$ cat src/rtl/stopwatch_ctrl.sv
// stopwatch_ctrl -- control block for a hundredths-of-a-second stopwatch.
//
// Two push buttons drive a three-state machine (IDLE / RUN / PAUSE):
//   start/stop : IDLE->RUN, RUN->PAUSE, PAUSE->RUN
//   lap/clear  : RUN toggles the display-freeze flag, PAUSE clears back to
//                IDLE with a one-cycle clear pulse, IDLE ignores it
// A prescaler advances only in RUN and emits one registered tick every DIV
// RUN cycles. Its phase is kept across PAUSE, so a resumed run continues the
// partially elapsed hundredth.
//
// Parameters
//   DIV        clk cycles per tick (>= 2)
//   DB_CYCLES  consecutive stable cycles needed to accept a key change (>= 1)
//
// Ports
//   clk        system clock, all state on its rising edge
//   reset_n    asynchronous active-low reset
//   key_ss_n   start/stop button, active-low, asynchronous to clk
//   key_lap_n  lap/clear button, active-low, asynchronous to clk
//   tick       one-cycle count strobe to the hundredths counter
//   running    high while in RUN
//   hold       display-freeze (lap) flag
//   clr_n      active-low one-cycle clear pulse for the counter chain
module stopwatch_ctrl #(
    parameter int DIV       = 500000,
    parameter int DB_CYCLES = 1000000
) (
    input  logic clk,
    input  logic reset_n,
    input  logic key_ss_n,
    input  logic key_lap_n,
    output logic tick,
    output logic running,
    output logic hold,
    output logic clr_n
);

    localparam int PW   = $clog2(DIV);
    localparam int DBW  = $clog2(DB_CYCLES + 1);
    localparam int K_SS  = 0;
    localparam int K_LAP = 1;

    typedef enum logic [1:0] {
        IDLE  = 2'd0,
        RUN   = 2'd1,
        PAUSE = 2'd2
    } state_t;

    // Bit K_SS carries start/stop, bit K_LAP carries lap/clear.
    logic [1:0]           key_p0;
    logic [1:0]           key_p1;
    logic                 vld_p0;
    logic                 vld_p1;
    logic [1:0]           armed;
    logic [1:0]           db_lvl;
    logic [1:0][DBW-1:0]  db_cnt;
    logic [1:0]           db_done;
    logic [1:0]           press;

    state_t               state;
    state_t               state_nxt;
    logic                 hold_nxt;
    logic                 clr_n_nxt;
    logic [PW-1:0]        presc;

    // ---- stage p0/p1: two-flop synchronizer ----
    // vld_p0/vld_p1 mark when the synchronizer holds real samples rather
    // than its reset value, so a key held down across reset is not mistaken
    // for a fresh release followed by a press.
    always_ff @(posedge clk or negedge reset_n) begin
        if (!reset_n) begin
            key_p0 <= '1;
            key_p1 <= '1;
            vld_p0 <= 1'b0;
            vld_p1 <= 1'b0;
        end else begin
            key_p0 <= {key_lap_n, key_ss_n};
            key_p1 <= key_p0;
            vld_p0 <= 1'b1;
            vld_p1 <= vld_p0;
        end
    end

    // ---- debounce and press detection ----
    // A press fires in the cycle the debounced level is about to fall, and
    // only once the key has genuinely been observed released since reset.
    always_comb begin
        db_done = '0;
        press   = '0;
        for (int k = 0; k < 2; k++) begin
            db_done[k] = (key_p1[k] != db_lvl[k]) &&
                         (db_cnt[k] == DBW'(DB_CYCLES - 1));
            press[k]   = db_done[k] && db_lvl[k] && armed[k];
        end
    end

    always_ff @(posedge clk or negedge reset_n) begin
        if (!reset_n) begin
            db_lvl <= '1;
            db_cnt <= '0;
            armed  <= '0;
        end else begin
            for (int k = 0; k < 2; k++) begin
                if (vld_p1 && key_p1[k]) begin
                    armed[k] <= 1'b1;
                end
                if (key_p1[k] == db_lvl[k]) begin
                    db_cnt[k] <= '0;
                end else if (db_done[k]) begin
                    db_lvl[k] <= key_p1[k];
                    db_cnt[k] <= '0;
                end else begin
                    db_cnt[k] <= db_cnt[k] + 1'b1;
                end
            end
        end
    end

    // ---- control FSM ----
    always_ff @(posedge clk or negedge reset_n) begin
        if (!reset_n) begin
            state   <= IDLE;
            running <= 1'b0;
            hold    <= 1'b0;
            clr_n   <= 1'b1;
        end else begin
            state   <= state_nxt;
            running <= (state_nxt == RUN);
            hold    <= hold_nxt;
            clr_n   <= clr_n_nxt;
        end
    end

    // Start/stop wins when both keys fire together; lap is then dropped.
    always_comb begin
        state_nxt = state;
        hold_nxt  = hold;
        clr_n_nxt = 1'b1;
        if (press[K_SS]) begin
            case (state)
                IDLE:    state_nxt = RUN;
                RUN:     state_nxt = PAUSE;
                PAUSE:   state_nxt = RUN;
                default: state_nxt = IDLE;
            endcase
        end else if (press[K_LAP]) begin
            case (state)
                RUN: begin
                    hold_nxt = ~hold;
                end
                PAUSE: begin
                    state_nxt = IDLE;
                    hold_nxt  = 1'b0;
                    clr_n_nxt = 1'b0;
                end
                default: begin
                end
            endcase
        end
    end

    // ---- prescaler and tick ----
    // Advances only during RUN cycles, frozen in PAUSE, zeroed in IDLE.
    always_ff @(posedge clk or negedge reset_n) begin
        if (!reset_n) begin
            presc <= '0;
            tick  <= 1'b0;
        end else begin
            tick <= 1'b0;
            if (state == RUN) begin
                if (presc == PW'(DIV - 1)) begin
                    presc <= '0;
                    tick  <= 1'b1;
                end else begin
                    presc <= presc + 1'b1;
                end
            end else if (state == IDLE) begin
                presc <= '0;
            end
        end
    end

endmodule

$ cat config.mk
export PLATFORM = sky130hd
export DESIGN_NAME = stopwatch_ctrl
export DESIGN_NICKNAME = d
export VERILOG_FILES = /design/src/rtl/stopwatch_ctrl.sv
export SDC_FILE = /design/constraint.sdc
export NUM_CORES = 1
export LEC_CHECK = 0
export CAP_MARGIN = 5
export CORE_ASPECT_RATIO = 1.1
export CORE_MARGIN = 1.5
export CORE_UTILIZATION = 50
export DETAILED_ROUTE_END_ITERATION = 8
export PLACE_DENSITY = 0.65
export SYNTH_ARGS = -nofsm -noshare
export SYNTH_HDL_FRONTEND = slang
export SYNTH_SLANG_ARGS = --single-unit
$ cat constraint.sdc
create_clock -name clk -period 2.1 [get_ports clk]
set_input_delay 0.42 -clock clk [delete_from_list [all_inputs] [get_ports clk]]
set_output_delay 0.42 -clock clk [all_outputs]
set_load 0.05 [all_outputs]
# Word level (Yosys, flattened, before mapping)
# Index checks and enable logic that the tools add are counted.
# word_totals
out_inout_bits	4
register_bits	75
in_bits	4
# classes
eq_ne	10
n_mux	17
n_bitwise	4
add_sub_neg	3
reduce_logical	15
# op_table
cell	count
$mux W20	4
$mux W19	3
$add A20 B1 Y20 const B	2
$eq A20 B20 Y1 const B	2
$add A19 B1 Y19 const B	1
$eq A19 B19 Y1 const B	1
$logic_and A1 B1 Y1	8
$mux W2	3
$mux W1	5
$eq A2 B1 Y1 const B	2
$not A1 Y1	4
$pmux W2 S2	1
$reduce_and A2 Y1	2
$reduce_bool A2 Y1	2
$reduce_and A3 Y1	1
$eq A1 B1 Y1	2
$eq A2 B2 Y1 const B	1
$logic_not A2 Y1	1
$ne A1 B1 Y1	2
$pmux W1 S2	1
$reduce_or A2 Y1	1

# Logic depth before layout (Yosys ltp)
# Gate-level depths: netlist of run 1.
# logic_depth
ltp_word	7
mapped_depth	8
mapped_depth_nobuf	6

# Least setup slack after synthesis of run 1
# No wires, ideal clock.
# synth_timing
path_kind	register -> register
start	register db_cnt[0] (netlist bit)
end	register running
setup_time_ps	87
t_arrival_ps	1793
setup_slack_ps	220
stages_incl_launch_ff	7
path_cell_list	dfrtp_1 ha_1 and4_1 nand3_1 nor4_4 mux2_2 a211oi_2
# synth_between
elab_chain_cells	6
# synth_rtl
item	line	source
start: declaration	56	logic [1:0][DBW-1:0] db_cnt;
start signal: indexed assignment	113	db_cnt[k] <= db_cnt[k] + 1'b1;
$eq A20 B20 Y1	92	(db_cnt[k] == DBW'(DB_CYCLES - 1));
$logic_and A1 B1 Y1	91	db_done[k] = (key_p1[k] != db_lvl[k]) &&
$logic_and A1 B1 Y1 (2 in series)	93	press[k] = db_done[k] && db_lvl[k] && armed[k];
$mux W2	139	if (press[K_SS]) begin
$eq A2 B1 Y1	128	running <= (state_nxt == RUN);
end signal: assignment	128	
end: declaration	33	output logic running,
# No other way between the ends.
# A chain may end at the register's enable or synchronous reset.

# Worst setup path after layout of run 1
# layout_timing
start	register db_lvl[0]
end	register hold
# layout_between
elab_chain_cells	6
# layout_rtl
item	line	source
start: declaration	55	logic [1:0] db_lvl;
start signal: indexed assignment	110	db_lvl[k] <= key_p1[k];
$ne A1 B1 Y1	91	
$logic_and A1 B1 Y1	91	
$logic_and A1 B1 Y1 * (2 in series)	93	
$not A1 Y1 (no source line) *	--	
$reduce_and A3 Y1 (no source line) *	--	
end signal: assignment	129	hold <= hold_nxt;
end: declaration	34	output logic hold,
# Every way passes the cells marked *; elsewhere a longest branch is shown, timed or not.

==> results by group, run 1 <==
Power and ir drop
  • Total power: 2.66 mW
  • Maximum VDD drop: 0.395 mV
  • Leak Pwr: 1.77 nW
  • Power density of the placed cells: roughly 640 nW/um^2

Floorplan
  • Die outline width: 85.1 um
  • Starting Density: between 50 and 60%
  • Placement row count: 32
  • Die ar.: 7940 sq um
  • Die height: 93.3 um
  • Core area: 7090 sq um
  • Number of I/O pins: 8

Detailed routing
  • DRC errors left: 0
  • DR iter-0 viols: 94
  • Post-detailed-route via-to-cell ratio: roughly 5.7
  • Routed wire length: about 6.7 mm
  • Number of routed nets with antenna violations: 0
  • Pre-antenna DRT Iters: 4
  • Routed len/inst: approximately 14 um
  • Via total after detailed routing: 2730

Logic synthesis
  • FFs w/ async S/R, synth: 100%
  • Number of distinct library cell variants in the gate-level netlist after synthesis: 48
  • Area fraction of the dominant cell type after synthesis: 45.9%
  • Main area contributors after synthesis: dfrtp_1 (46%), xor2_1 (5.2%), dfstp_2 (5.0%)
  • Syn nets: roughly 390
  • Ys flop type: dfrtp_1
  • Mux share of post-synthesis cell area: approximately 1.5%
  • Seq cells post-synth: 75
  • Yosys warning total: 0
  • Share of the yosys chip area belonging to registers: 50.9%
  • Largest family of logic cells by synthesized area: simple AND/OR/NAND/NOR gates
  • Synth Area in XOR/XNOR: 8.98%
  • Most frequent cells after synthesis: dfrtp_1 (68), nor2_1 (49), nand3_1 (28), nand2_1 (27), xor2_1 (22)
  • Post-synth EDFFs: 0
  • Fraction of the mapped netlist area in compound gates: under 10%
  • Average instance area after synthesis: between 9 and 10 sq um
  • Post-Syn Area: 3710 sq um
  • Area leader, netlist: dfrtp_1
  • Simple-gate share of the synthesized area: between 20 and 25%
  • Mapped Cells: roughly 370
  • Most frequently used cell type in the post-synthesis netlist: dfrtp_1
  • Adder and majority gate portion of the synthesized area: 2.36%

Critical path
  • Critical path's slowest cell: dfstp_2
  • Delay of the slowest critical-path stage: between 0.5 and 0.6 ns
  • Cell family with most CP delay: simple AND/OR/NAND/NOR gates
  • Critical path buffer and inverter count: 0
  • Worst Path Max Fanout: 4
  • Critical Path RT: ~2.3 ns
  • Nature of the critical path startpoint: register
  • Setup CP Type: register to register
  • List of cells traversed by the critical path: xnor2_2 -> or4_4 -> nor4_4 -> nand3b_1 -> mux2_4
  • Number of gates on the worst path with buffers counted: 5
  • Register-to-Register Path Depth: 5
  • Data arrival time of the worst path: around 2.3 ns
  • Setup slack of the most critical reg-to-reg path: between 0.06 and 0.07 ns
  • Kind of end point of the critical path: register

Layout
  • N_diodes: 0
  • Total area of multi-input combinational cells: between 1500 and 2000 sq um
  • Register area: approximately 1900 sq um
  • # fillers: roughly 600
  • Share of layout cells above drive strength 1: a little over an eighth
  • Final nets: about 400
  • Fin area: roughly 4200 sq um
  • Area grow syn2layout: 12.3%
  • Final cell count without fillers: approximately 480

Timing
  • Final-layout setup total negative slack: 0 ns
  • Final setup violation count: 0
  • Peak clock frequency supported by timing: 490 MHz
  • Worst clock skew on the final layout: between 0.01 and 0.015 ns
  • Hold Fails Final Rpt: 0
  • Final count of pins violating max slew: 0
  • Final critical path time including I/O delays and setup: slightly above 2 ns
  • Unrepaired setup endpoints after global routing: yes
  • Worst slew margin: 63.3%
  • Transition at the pin with the smallest max-transition slack: about 0.55 ns
  • Min Hold Slack: 0.0391 ns
  • Fin crit share: a little over nine tenths

Placement
  • Placed inst area: 3940 sq um
  • Final HPWL DP: approximately 4.6 mm
  • Buffers added on ports: 7
  • Final weighted congestion in routability-driven placement: approximately 0.8
  • Post-Place Cells: approximately 470

Clock tree
  • H-tree Lvls: 3
  • Clock input transition at the sequential cells of the worst setup and hold paths: 0.09 ns
  • Clock buffer count from CTS: 9
  • Clk_lat worst skew: roughly 0.35 ns
  • Buffer count from post-CTS setup fixing: 0
  • Clock tree from TritonCTS: done
  • Buffer type at the clock tree root: clkbuf_8
  • Num Clock Sinks: 75
  • Deepest clock path buffer count: 2

GRT
  • Overflow after GRT: 0
  • Antenna violations before repair: 0
  • Global-route wire length before repair: roughly 12 mm
  • Maximum number of pins on one net before global-route repair: 42
  • GRT Resource Usage Total: about a fifth
  • Vias in the first global route: 2658

Flow run
  • Max capacitance violation total: 0

Hold path
  • Worst hold path type: primary input to async pin

Status
  • Status: finished clean
## layer usage
layer | GRT usage, % | up-vias | share of wire (%) | routed length (um)
li1 | - | 1357 | - | -
met1 | 24.8 | 1344 | 50 | 3340
met2 | 31.0 | 19 | 46 | 3100
met4 | 8.33 | 0 | 1.7 | 116
met3 | 3.44 | 10 | 1.7 | 114
met5 | 0 | - | 0 | 0
## final cells by class
class                           count  area share (%)
Sequential cell                    75            45.3
Multi-Input combinational cell    273            41.7
Timing Repair Buffer               19            4.45
Clock buffer                        9            2.98
Tap cell                           85            2.56
Clock inverter                      7            1.86
Inverter                           13            1.17
## cell families (layout without fill, tap and decap cells)
logic type / count (synthesis) / in the layout
muxes: 5 / 5
buffers and inverters: 26 / 48
other: 1 / 1
xor gates and xnor gates: 38 / 38
and+or+nand+nor: 173 / 173
AOI/OAI and AO/OA: 49 / 49
DFF: 75 / 75
adders and majority gates: 7 / 7
## cells in the final DEF (no fill, tap or decap), drive strengths merged, types with 9 or more instances in the layout
cell     n
nand2   28
nor4    11
nor3    11
xnor2   16
inv     14
xor2    22
nor2    49
dfrtp   68
nand4   11
buf     13
clkbuf   9
a21oi   14
nand3   28
## final timing paths
kind                            from          to
max in group asynchronous    reset_n   db_lvl[0]
setup reg to reg           db_lvl[0]        hold
min in group clk              vld_p0      vld_p1
setup / recovery           db_lvl[0]        hold
hold reg to reg               vld_p0      vld_p1
hold / removal               reset_n  db_cnt[31]
## registers in the layout, summed over array words and instances (netlist names)
register	cells
key_p0	2
running	1
armed	2
db_cnt	40
db_lvl	2
presc	19
tick	1
vld_p0	1
key_p1	2
state	2
vld_p1	1
hold	1
clr_n	1
## report_power, final
part | switching, mW | internal, mW
clock network | 0.554 | 0.556
registers | 0.0150 | 1.46
logic | 0.0507 | 0.0234
total | 0.620 | 2.04
## per-stage QoR
stage / util, % / worst slack, ns
after floorplan: - / 0.220
after global placement: 55.6 / 0.165
after detailed placement: 55.6 / 0.102
after CTS: 58.4 / 0.0173
after global routing: 58.7 / -0.0494
final: 58.7 / 0.0609
## repair_timing
| item | 4_1_cts | 5_1_grt |
|---|---|---|
| setup endpoints to repair | 0 | 24 |
| hold buffers | 0 | 0 |
| gates resized for setup | 0 | 5 |
Note: power is estimated with default switching activity, not from simulation.
==> run 2: changes to the inputs <==
CORE_UTILIZATION = 60   (was 50)
MAX_ROUTING_LAYER = met4   (was not set)
PLACE_DENSITY = 0.76   (was 0.65)
==> run 2 against run 1 <==
Effect of this change: combinational power decreased by 0.5%; die area decreased by 16%; cell area decreased by 0.84%; non-clock buffer count decreased by 1; via count increased by 0.29%; worst hold slack got worse by 0.028 ns; critical path type unchanged; critical endpoint unchanged; largest cell class unchanged; largest power group unchanged; highest routed layer unchanged.
==> results by group, run 2 (synthesis gave the netlist of run 1 again) <==
Layout
  • Register with the most flip-flops: db_cnt
  • Leading cell type in the layout, fill and taps excluded: dfrtp_1
  • Most frequent cells in the layout: dfrtp_1 (68), nor2_1 (49), nand3_1 (28)
  • Final nets: between 400 and 500
  • Largest registers ranked by flip-flop count: db_cnt: 40 flops, presc: 19 flops
  • Total area of multi-input combinational cells: between 1500 and 2000 sq um
  • Area grow syn2layout: 11.3%
  • Max reg flops: 40
  • # fillers: 479
  • Share of layout cells above drive strength 1: about an eighth
  • Register area: around 1900 sq um
  • Final cell count without fillers: ~470
  • N_diodes: 0

Clock tree
  • Hold-fix buffers, CTS: 0
  • Clk_lat worst skew: about 0.36 ns
  • Num Clock Sinks: 75
  • Buffer type at the clock tree root: clkbuf_8
  • H-tree Lvls: 3
  • Clock input transition at the sequential cells of the worst setup and hold paths: 0.09 ns
  • Deepest clock path buffer count: 2
  • Clock tree from TritonCTS: done
  • Clock buffer count from CTS: 9

Timing
  • Final setup violation count: 0
  • Hold Fails Final Rpt: 0
  • Final-layout setup total negative slack: 0 ns
  • Worst slew margin: between 60% and 70%
  • Fin crit share: 99.1%
  • Worst clock skew on the final layout: approximately 0.011 ns
  • Final critical path time including I/O delays and setup: between 2 and 2.5 ns
  • Unrepaired setup endpoints after global routing: yes
  • Final count of pins violating max slew: 0
  • Min Hold Slack: ~0.011 ns
  • Transition at the pin with the smallest max-transition slack: about 0.54 ns
  • Peak clock frequency supported by timing: slightly below 500 MHz

Placement
  • Final HPWL DP: around 4.5 mm
  • Post-Place Cells: roughly 460
  • Buffers added on ports: 7
  • Final weighted congestion in routability-driven placement: 0.864

Floorplan
  • Die outline width: between 70 and 80 um
  • Placement row count: 29
  • Number of I/O pins: 8
  • Core area: between 5000 and 6000 sq um
  • Die height: between 80 and 90 um
  • Starting Density: 63.1%
  • Die ar.: about 6700 sq um

GRT
  • Overflow after GRT: 0
  • Global-route wire length before repair: ~12 mm
  • Maximum number of pins on one net before global-route repair: 40
  • GRT Resource Usage Total: a little under a quarter
  • Antenna violations before repair: 0
  • Vias in the first global route: about 2600

Critical path
  • Register-to-Register Path Depth: 5
  • Data arrival time of the worst path: between 2 and 2.5 ns
  • Critical Path RT: 2.34 ns
  • Worst Path Max Fanout: 4
  • Nature of the critical path startpoint: register
  • Setup CP Type: register to register
  • Setup slack of the most critical reg-to-reg path: 0.02 ns
  • Kind of end point of the critical path: register
  • Start of the worst register-to-register path: key_p1[0]
  • Reg2reg end: hold

Detailed routing
  • Via total after detailed routing: 2738
  • DRC errors left: 0
  • Pre-antenna DRT Iters: 4
  • Routed wire length: approximately 6.7 mm
  • Routed len/inst: roughly 14 um
  • DR iter-0 viols: around 190
  • Number of routed nets with antenna violations: 0
  • Post-detailed-route via-to-cell ratio: between 5 and 6

Status
  • Status: finished clean

Power and ir drop
  • Power density of the placed cells: approximately 630 nW/um^2
  • Maximum VDD drop: 0.448 mV
  • Leak Pwr: about 1.8 nW

Hold path
  • Worst hold path type: primary input to async pin

Flow run
  • Max capacitance violation total: 0
[run 2: cell count changes in the layout (fill, tap and decap cells not counted), sizes merged]
| cell | before | now |
|---|---|---|
| buf | 13 | 12 |
| clkbuf | 9 | 11 |
| clkinv | 4 | 3 |
| bufinv | 1 | 0 |
[run 2: routing by layer]
layer	part of all wire, %	vias up	global-route usage (%)
li1	-	1348	-
met1	47	1347	28.8
met2	49	30	37.4
met3	2.1	13	4.62
met4	2.4	0	9.74
met5	0	-	-
[run 2: repair_timing]
item                       CTS  global route
resized for setup            0             4
hold endpoints to repair     0             0
setup endpoints to repair    0            23
setup buffers                0             0
[run 2: layout make-up]
| class | instances | area share [%] |
|---|---|---|
| Clock buffer | 11 | 3.67 |
| Inverter | 13 | 1.18 |
| Tap cell | 77 | 2.33 |
| Multi-Input combinational cell | 273 | 42.0 |
| Timing Repair Buffer | 18 | 4.31 |
| Sequential cell | 75 | 45.7 |
| Clock inverter | 5 | 0.849 |
[run 2: worst max-delay path by stage]
stage,slack [ns],start,depth (start not counted),to
2_1_floorplan,0.22,db_cnt[0],6,running
3_3_place_gp,0.14,db_cnt[0],6,running
3_5_place_dp,0.06,db_cnt[0],6,running
4_1_cts,0.01,clr_n,1,clr_n
5_1_grt,-0.06,key_p1[0],5,hold
6_report,0.02,key_p1[0],5,hold
[run 2: power breakdown]
part / internal (mW) / switching [mW]
clock: 0.495 / 0.537
combinational: 0.0231 / 0.0507
sequential: 1.46 / 0.0151
total: 1.98 / 0.603
[run 2: critical path, stage by stage (launching register included)]
cell and delay [ns]:
dfstp_2 0.57, xnor2_2 0.08, or4_4 0.44, nor4_4 0.39, nand3b_1 0.18, mux2_4 0.30
[run 2: through the flow]
stage | cell area, sq um | worst slack [ns] | power, mW | utilization [%]
after global placement | 3920 | 0.138 | 1.58 | 66.7
after global routing | 4130 | -0.0641 | 2.69 | 70.2
after floorplan | 3710 | 0.220 | 1.53 | -
after detailed placement | 3920 | 0.0646 | 1.58 | 66.7
after CTS | 4110 | 0.0119 | 2.61 | 69.9
final | 4130 | 0.0180 | 2.58 | 70.2
